### config.mk
export PLATFORM = sky130hd
export DESIGN_NAME = mmio_hub
export DESIGN_NICKNAME = d
export VERILOG_FILES = /design/src/rtl/mmio_hub.sv
export SDC_FILE = /design/constraint.sdc
export NUM_CORES = 1
export LEC_CHECK = 0
export ABC_CLOCK_PERIOD_IN_PS = 1700
export BUFFER_PORTS_ARGS = -buffer_cell sky130_fd_sc_hd__buf_2
export CORE_ASPECT_RATIO = 1.4
export CORE_MARGIN = 10
export CORE_UTILIZATION = 50
export CTS_BUF_LIST = sky130_fd_sc_hd__clkbuf_2 sky130_fd_sc_hd__clkbuf_4 sky130_fd_sc_hd__clkbuf_8
export CTS_CLUSTER_DIAMETER = 80
export DETAILED_ROUTE_END_ITERATION = 10
export PLACE_DENSITY = 0.82
export SYNTH_ARGS = -nofsm -noshare
export SYNTH_HDL_FRONTEND = slang
export SYNTH_SLANG_ARGS = --single-unit
export TNS_END_PERCENT = 5
### constraint.sdc
create_clock -name Clock -period 1.7 [get_ports Clock]
set_input_delay 0.17 -clock Clock [delete_from_list [all_inputs] [get_ports Clock]]
set_output_delay 0.17 -clock Clock [all_outputs]
set_load 0.1 [all_outputs]
### src/rtl/mmio_hub.sv
// Memory-mapped I/O hub: region decode, instruction-memory passthrough,
// LED register, synchronised switches with sticky edges, prescaled timer.
//
// Ports:
//   Clock, Reset       : system clock, synchronous active-high reset
//   ADDR, DOUT, W      : processor address, write data, write strobe
//   DIN                : read data, valid the cycle after ADDR
//   mem_addr, mem_wren : instruction-memory address / write enable
//   mem_q              : instruction-memory synchronous read data
//   SW_in              : raw asynchronous switches
//   LED_out            : LED register
//   timer_irq          : timer expired flag (level)
module mmio_hub #(
    parameter int MEM_AW   = 8,
    parameter int LED_W    = 9,
    parameter int SW_W     = 9,
    parameter int TIMER_W  = 16,
    parameter int PRESCALE = 1
) (
    input  logic              Clock,
    input  logic              Reset,
    input  logic [15:0]       ADDR,
    input  logic [15:0]       DOUT,
    input  logic              W,
    output logic [15:0]       DIN,
    output logic [MEM_AW-1:0] mem_addr,
    output logic              mem_wren,
    input  logic [15:0]       mem_q,
    input  logic [SW_W-1:0]   SW_in,
    output logic [LED_W-1:0]  LED_out,
    output logic              timer_irq
);

    localparam int PW = (PRESCALE > 1) ? $clog2(PRESCALE) : 1;
    localparam logic [PW-1:0] PRESC_MAX = PW'(PRESCALE - 1);

    typedef enum logic [2:0] {
        RG_NONE,
        RG_MEM,
        RG_LED,
        RG_SW,
        RG_TMR
    } region_e;

    region_e              region;
    logic [1:0]           off;

    region_e              sel_d, sel_q;
    logic [15:0]          rdata_d, rdata_q;
    logic [LED_W-1:0]     led_d, led_q;
    logic [SW_W-1:0]      s1_d, s1_q;
    logic [SW_W-1:0]      s2_d, s2_q;
    logic [SW_W-1:0]      s3_d, s3_q;
    logic [SW_W-1:0]      edge_d, edge_q;
    logic [SW_W-1:0]      edge_clr;
    logic [TIMER_W-1:0]   load_d, load_q;
    logic [TIMER_W-1:0]   count_d, count_q;
    logic                 en_d, en_q;
    logic                 auto_d, auto_q;
    logic                 exp_d, exp_q;
    logic [PW-1:0]        presc_d, presc_q;

    logic                 wr_led;
    logic                 wr_edge;
    logic                 wr_load;
    logic                 wr_ctrl;
    logic                 wr_stat;
    logic                 tick;
    logic                 exp_set;

    // Only the decoded bits of the bus are used; the rest are don't-care.
    logic                 unused_bits;
    assign unused_bits = ^{ADDR, DOUT};

    always_comb begin
        region = RG_NONE;
        case (ADDR[15:12])
            4'h0:    region = RG_MEM;
            4'h1:    region = RG_LED;
            4'h3:    region = RG_SW;
            4'h4:    region = RG_TMR;
            default: region = RG_NONE;
        endcase
    end

    assign off      = ADDR[1:0];
    assign mem_addr = ADDR[MEM_AW-1:0];
    assign mem_wren = W & (region == RG_MEM);

    assign wr_led  = W && (region == RG_LED);
    assign wr_edge = W && (region == RG_SW)  && (off == 2'd1);
    assign wr_load = W && (region == RG_TMR) && (off == 2'd0);
    assign wr_ctrl = W && (region == RG_TMR) && (off == 2'd2);
    assign wr_stat = W && (region == RG_TMR) && (off == 2'd3);

    // LED register and switch synchroniser / sticky edge capture
    always_comb begin
        led_d    = wr_led ? DOUT[LED_W-1:0] : led_q;
        s1_d     = SW_in;
        s2_d     = s1_q;
        s3_d     = s2_q;
        edge_clr = wr_edge ? DOUT[SW_W-1:0] : '0;
        // new edges are ORed in after the clear, so a coincident set wins
        edge_d   = (edge_q & ~edge_clr) | (s2_q & ~s3_q);
    end

    assign tick = en_q && (presc_q == PRESC_MAX);

    // Timer: prescaler, down-counter, reload / one-shot, expiry flag
    always_comb begin
        presc_d = presc_q;
        count_d = count_q;
        load_d  = load_q;
        en_d    = en_q;
        auto_d  = auto_q;
        exp_set = 1'b0;

        if (en_q) begin
            presc_d = tick ? '0 : presc_q + PW'(1);
        end

        if (tick) begin
            if (count_q != '0) begin
                count_d = count_q - TIMER_W'(1);
            end else begin
                exp_set = 1'b1;
                if (auto_q) begin
                    count_d = load_q;
                end else begin
                    en_d = 1'b0;
                end
            end
        end

        // software writes take priority over the tick's effects
        if (wr_ctrl) begin
            en_d   = DOUT[0];
            auto_d = DOUT[1];
        end

        if (wr_load) begin
            load_d  = DOUT[TIMER_W-1:0];
            count_d = DOUT[TIMER_W-1:0];
            presc_d = '0;
        end

        exp_d = (exp_q & ~(wr_stat & DOUT[0])) | exp_set;
    end

    // Read data is captured from pre-edge register values
    always_comb begin
        sel_d   = region;
        rdata_d = '0;
        case (region)
            RG_LED: rdata_d[LED_W-1:0] = led_q;
            RG_SW: begin
                case (off)
                    2'd0:    rdata_d[SW_W-1:0] = s2_q;
                    2'd1:    rdata_d[SW_W-1:0] = edge_q;
                    default: rdata_d = '0;
                endcase
            end
            RG_TMR: begin
                case (off)
                    2'd0:    rdata_d[TIMER_W-1:0] = load_q;
                    2'd1:    rdata_d[TIMER_W-1:0] = count_q;
                    2'd2:    rdata_d[1:0] = {auto_q, en_q};
                    default: rdata_d[0] = exp_q;
                endcase
            end
            default: rdata_d = '0;
        endcase
    end

    always_ff @(posedge Clock) begin
        if (Reset) begin
            sel_q   <= RG_NONE;
            rdata_q <= '0;
            led_q   <= '0;
            s1_q    <= '0;
            s2_q    <= '0;
            s3_q    <= '0;
            edge_q  <= '0;
            load_q  <= '0;
            count_q <= '0;
            en_q    <= 1'b0;
            auto_q  <= 1'b0;
            exp_q   <= 1'b0;
            presc_q <= '0;
        end else begin
            sel_q   <= sel_d;
            rdata_q <= rdata_d;
            led_q   <= led_d;
            s1_q    <= s1_d;
            s2_q    <= s2_d;
            s3_q    <= s3_d;
            edge_q  <= edge_d;
            load_q  <= load_d;
            count_q <= count_d;
            en_q    <= en_d;
            auto_q  <= auto_d;
            exp_q   <= exp_d;
            presc_q <= presc_d;
        end
    end

    // Memory data arrives from the synchronous RAM in the same cycle
    // that the registered select points at it.
    assign DIN       = (sel_q == RG_MEM) ? mem_q : rdata_q;
    assign LED_out   = led_q;
    assign timer_irq = exp_q;

endmodule

==> results of run 1 <==
[cells by family after synthesis]
kind of cell    Yosys count  synth area share (%)
compound gates          118                  16.6
xor+xnor                  7                  1.33
fa+ha+maj                 2                 0.543
buf+inv                  57                  5.76
flops                   100                  43.4
mux                      45                  10.5
simple gates            193                  21.8
[final cells by class]
class,count,share of cell area (%)
inverter,13,0.795
clock buffer,10,2.24
timing repair buffer,145,19.9
clock inverter,6,0.897
sequential,100,32.7
tap,107,2.18
multi-input combinational,365,41.3
[critical path: cells and delay by family, from the launching register on]
| kind | cells | cell delay (ps) |
|---|---|---|
| simple gates | 2 | 710 |
| compound gates | 2 | 490 |
| flops | 1 | 340 |
| buf+inv | 1 | 170 |
| xor+xnor | 1 | 70 |
[per-stage QoR]
stage | hold WS (ps) | instances | power (mW) | TNS [ps]
after CTS | 5.89 | 746 | 4.50 | -3640
after detailed placement | 341 | 725 | 3.03 | -4770
after floorplan | 248 | 522 | 2.87 | -1120
final | 9.28 | 746 | 4.51 | -3610
after global routing | 9.73 | 746 | 4.67 | -6970
after global placement | 341 | 725 | 3.01 | -3760
[registers in the layout (all words and copies together), names as in the netlist]
| name | flops |
|---|---|
| count_q | 16 |
| load_q | 16 |
| rdata_q | 16 |
| LED_out | 9 |
| edge_q | 9 |
| s1_q | 9 |
| s2_q | 9 |
| s3_q | 9 |
| sel_q | 3 |
| auto_q | 1 |
| en_q | 1 |
| presc_q | 1 |
| timer_irq | 1 |
[power by group through the flow]
stage,combinational [mW],sequential [mW],clock [mW]
2_1_floorplan,0.387,2.48,0
3_3_place_gp,0.547,2.46,0
3_5_place_dp,0.560,2.47,0
4_1_cts,0.590,2.41,1.49
5_1_grt,0.652,2.42,1.59
6_report,0.609,2.41,1.48
[repair_timing]
action,CTS,global route
setup buffers,5,0
pin swaps,6,3
resized for setup,18,23
setup endpoints to repair,33,34
[metal layers]
layer  GRT usage (%)  up-vias  wire [um]
li1                -     2057          -
met1            21.8     2099       5100
met2            35.6      180       7210
met3            4.45       48        760
met4            10.2        0        646
met5               0        -          0
[cell usage after synthesis, types with 3 or more instances]
cell type | number | area share, %
nand3_1 | 15 | 1.6
nor3_1 | 4 | 0.43
xor2_1 | 5 | 0.95
clkbuf_1 | 22 | 1.8
nor4_1 | 5 | 0.68
nor2_1 | 43 | 3.5
o31ai_1 | 3 | 0.49
dfxtp_1 | 100 | 43
nor2b_1 | 31 | 4.2
mux2_2 | 18 | 4.4
mux2i_1 | 26 | 5.6
o211ai_1 | 4 | 0.65
nand4_1 | 6 | 0.81
inv_1 | 13 | 1.1
nand2b_1 | 13 | 1.8
a221oi_1 | 8 | 1.5
a21oi_1 | 55 | 6.0
o21ai_0 | 8 | 0.87
buf_2 | 8 | 0.87
buf_1 | 4 | 0.33
o22ai_1 | 8 | 1.1
nand2_1 | 55 | 4.5
buf_4 | 9 | 1.5
a211o_1 | 5 | 0.95
a211oi_1 | 7 | 1.1
o21ai_2 | 9 | 1.7
[worst paths after layout]
check | to | cells after the start
worst max-delay path | count_q[5] | 6
worst min-delay path | s1_q[8] | 2
worst max register to register | count_q[5] | 6
worst min register to register | s2_q[5] | 1
==> reports/qor.yml, run 1 <==
async_reset_ff_share_pct: 0
drtIter0Drc: 395
postSynthCellCount: 522
fp.dieW_um: 101
die_height_um: 134
cts_tree: "done"
htreeDepth: 3
critPathRequiredTime_ps: 1990
pwr-share-comb_pct: 13.5
p_sw_share_pct: 28.0
critPathCaptureType: "register"
rows: 41
port_buffers: 78
cts.root.buffer_cell: "clkbuf_8"
syn_avg_cell_area_sq_um: 8.83
die_area_sq_um: 13500
cell_internal_pwr_mw: 3.24
clk_latency_ps: 370
holdBufCountCts: 0
seqCellArea_sq_um: 2010
dpl_cell_area_sq_um: 5740
rsz0062_at_grt: "true"
synth_warnings: 0
grt_max_degree: 82
worst_path_largest_cell_delay_ps: 580
synth.cell_area_sq_um: 4610
post_drt_wl_per_cell_um: 18.4
max-vdd-ir-drop_mv: 0.667
n_antenna_cell: 0
final_common_cell: "dfxtp_1"
utilization_pct: 68.0
violations: "setup timing"
max_freq_mhz: 537
crit_chain: "buf_4, or4_1, nor2_2, xnor2_1, a211o_1, a221oi_2"
cts_buffer_depth: 2
finalCritPeriodShare_pct: 110
finalWirelength_um: 13700
timing.final.ws_setup_ps: -163
clkPwrFrac_pct: 32.9
hold_viol: 0
via_per_inst: 5.88
first_global_vias: 4515
slew_headroom_pct: 65.9
p_per_area_nw_per_um2: 734
pin_count: 95
grt_usage_pct: 20.2
path_class: "register to register"
initial_core_util_pct: 51.0
vias: 4384
synth_seq_area_share_pct: 43.4
arrival_ps: 2150
fin_skew_ps: 15.8
drv_cap: 0
min_path_type: "primary input to register"
multiInputGateArea_sq_um: 2540
antenna_found_initial: 0
nets: 696
layout_common_cells: "dfxtp_1, buf_2, buf_4, nand2_1, a21oi_1"
setup_viol: 33
place.gp.congestion: 0.927
nFillCells: 664
pre_cts_slack_ps: -274
worstHoldStart: "SW_in[8]"
crit_fanout: 7
grt_overflow: 0
clock_sinks: 100
cp-start-kind: "register"
dp_hpwl_um: 9930
drc: 0
firstDrtPassIters: 5
share_seq_of_total_power_pct: 53.6
leakagePower_nw: 2.50
cts.clk_slew.worst_paths_ps: 110
core_sq_um: 9030
syn_to_final_growth_pct: 33.2
status: "finished, violations left"
rrSetupSlack_ps: -160
critical_path.slowest_cell: "or4_1"
p_sw_mw: 1.26
yosysUniqueCellTypes: 56
synth_edf_count: 0
synthesis.nets: 584
finalCriticalPeriod_ps: 1860
ant_nets: 0
layout-drive-gt1-share_pct: 35.1
final-max-slew-violation-count: 0
worstMarginPinSlew_ps: 515
numCtsBuffers: 9
grt_pass1_wl_um: 22500
critical_path.startpoint: "count_q[0]"
ys_ff_latch: 100
worstReg2RegStart: "count_q[0]"
synthFlopType: "dfxtp_1"
finalInstanceArea_sq_um: 6140
(Power assumes the default switching activity.)
==> run 2, diff against run 1 <==
--- a/config.mk
+++ b/config.mk
@@ -5,6 +5,7 @@
 export SDC_FILE = /design/constraint.sdc
 export NUM_CORES = 1
 export LEC_CHECK = 0
+export ABC_AREA = 1
 export ABC_CLOCK_PERIOD_IN_PS = 1700
 export BUFFER_PORTS_ARGS = -buffer_cell sky130_fd_sc_hd__buf_2
 export CORE_ASPECT_RATIO = 1.4
@@ -13,7 +14,7 @@
 export CTS_BUF_LIST = sky130_fd_sc_hd__clkbuf_2 sky130_fd_sc_hd__clkbuf_4 sky130_fd_sc_hd__clkbuf_8
 export CTS_CLUSTER_DIAMETER = 80
 export DETAILED_ROUTE_END_ITERATION = 10
-export PLACE_DENSITY = 0.82
+export PLACE_DENSITY = 0.81
 export SYNTH_ARGS = -nofsm -noshare
 export SYNTH_HDL_FRONTEND = slang
 export SYNTH_SLANG_ARGS = --single-unit
==> reports/qor.yml, run 2 <==
core_sq_um: 9460
postSynthCellCount: 712
synth.cell_area_sq_um: 4850
synthFlopType: "dfxtp_1"
vias: 4697
max-vdd-ir-drop_mv: 0.693
synthesis.nets: 774
rsz0062_at_grt: "true"
multiInputGateArea_sq_um: 2280
setup_viol: 16
path_class: "register to primary output"
fin_skew_ps: 6.73
dp_hpwl_um: 9610
synth_area_leaders: "dfxtp_1, nand2_1, inv_1"
synthSimpleGateAreaFrac_pct: 29.1
finalWirelength_um: 12900
firstDrtPassIters: 5
utilization_pct: 63.6
synth_fa_ha_area_share_pct: 0.516
critPathTopFamily: "simple AND/OR/NAND/NOR gates"
cts_buffer_depth: 2
finalCritPeriodShare_pct: 111
worstMarginPinSlew_ps: 558
critical_path.slowest_cell: "or3b_4"
fp.dieW_um: 103
place.gp.congestion: 0.913
pin_count: 95
synth.top_cells.by_count: "nand2_1, inv_1, dfxtp_1"
antenna_found_initial: 0
grt_overflow: 0
cts_setup_buffers: 0
async_reset_ff_share_pct: 0
layout-drive-gt1-share_pct: 20.7
drv_cap: 0
synth-xor-area-share_pct: 0.542
clock_sinks: 100
numCtsBuffers: 9
hold_viol: 0
crit_chain: "or3b_4, buf_6, mux2_2, buf_12"
die_area_sq_um: 14100
cp-start-kind: "register"
synth_warnings: 0
top_regs: "count_q x16, load_q x16, rdata_q x16"
yosysUniqueCellTypes: 31
clk_latency_ps: 380
final-max-slew-violation-count: 0
cts.clk_slew.worst_paths_ps: 100
grt_usage_pct: 18.7
synth_top_family_by_area: "simple AND/OR/NAND/NOR gates"
status: "finished, violations left"
drc: 0
first_global_vias: 4486
synthMuxAreaShare_pct: 3.72
n_antenna_cell: 0
via_per_inst: 5.09
port_buffers: 78
initial_core_util_pct: 51.3
layout_common_cells: "nand2_1, inv_1, dfxtp_1, nor2_1, buf_2"
leakagePower_nw: 2.93
post_drt_wl_per_cell_um: 14.0
crit_fanout: 9
grt_pass1_wl_um: 21000
p_total_mw: 4.53
timing.final.ws_setup_ps: -180
max_freq_mhz: 532
ys_ff_latch: 100
cp_num_buf_inv: 2
worst_path_largest_cell_delay_ps: 400
die_height_um: 137
seqCellArea_sq_um: 2000
critPathCaptureType: "primary output"
htreeDepth: 3
syn_avg_cell_area_sq_um: 6.81
min_path_type: "primary input to register"
synth.most_common_cell: "nand2_1"
synth_area_leader_cell: "dfxtp_1"
cts_tree: "done"
synth_compound_area_share_pct: 12.3
finalCriticalPeriod_ps: 1880
critPathRequiredTime_ps: 1530
final_common_cell: "nand2_1"
nFillCells: 802
slew_headroom_pct: 62.6
synth_seq_area_share_pct: 41.3
syn_to_final_growth_pct: 24.1
arrival_ps: 1710
p_per_area_nw_per_um2: 754
drtIter0Drc: 256
violations: "setup timing"
rows: 42
nets: 871
ant_nets: 0
synth_top_area_share_pct: 41.3
cts.root.buffer_cell: "clkbuf_8"
synth_edf_count: 0
grt_max_degree: 44
[run 2: cell types whose count changed in the layout (fill, tap and decap cells not counted), moves of 12 or more]
cell	before	now
buf_4	57	26
inv_1	12	110
mux2_4	12	0
mux2i_1	26	0
nand2_1	55	176
nand2b_1	12	0
nand3_1	15	39
nor2_1	40	92
nor2b_1	31	0
o21ai_0	8	43
[run 2: area by class of cell]
| cell class | count | share of cell area, % |
|---|---|---|
| Clock buffer | 9 | 2.06 |
| Clock inverter | 6 | 1.19 |
| Inverter | 114 | 7.11 |
| Multi-Input combinational cell | 467 | 37.8 |
| Sequential cell | 100 | 33.3 |
| Tap cell | 110 | 2.29 |
| Timing Repair Buffer | 117 | 16.3 |
[run 2: what timing repair did]
item,4_1_cts,5_1_grt
pin swaps,0,1
endpoints found under the setup margin,18,33
resized for setup,4,10
endpoints found under the hold margin,9,0
hold buffers,9,0
[run 2: where the power goes]
part	leakage [nW]	internal, mW	switching, mW	total [mW]
Clock	0.0980	0.690	0.854	1.54
Sequential	0.812	2.39	0.0179	2.41
Combinational	2.02	0.208	0.374	0.582
Total	2.93	3.29	1.25	4.53
[run 2: cell families after synthesis]
family / after synthesis
AND/OR/NAND/NOR: 336
buffers and inverters: 145
AO/OA/AOI/OAI: 110
flip-flops: 100
multiplexers: 16
XOR/XNOR: 3
adder cells (fa/ha/maj): 2
[run 2: worst paths after layout]
kind,from,endpoint,slack (ps),cells past startpoint
setup / recovery,sel_q[1],DIN[4],-180,4
hold / removal,Reset,sel_q[2],60,2
setup reg to reg,count_q[0],count_q[9],100,10
hold reg to reg,s1_q[5],s2_q[5],400,2
[run 2: metrics by stage]
stage               setup slack, ps  cells  area, sq um  hold slack, ps  setup TNS [ps]
floorplan                     -6.80    712         4850             253           -68.0
global placement               62.4    899         5690             341               0
detailed placement             31.7    899         5690             341               0
CTS                            -196    923         5990            48.7           -3030
global route                   -236    923         6020            57.7           -3700
finish                         -180    923         6020            60.4           -2760
[run 2: metal layers]
metal	wire, um	track usage [%]	vias up	part of all wire (%)
met1	5010	19.9	2126	39
li1	-	-	2400	-
met5	0	0	-	0
met4	328	8.29	0	2.5
met2	6870	34.2	141	53
met3	740	3.74	30	5.7
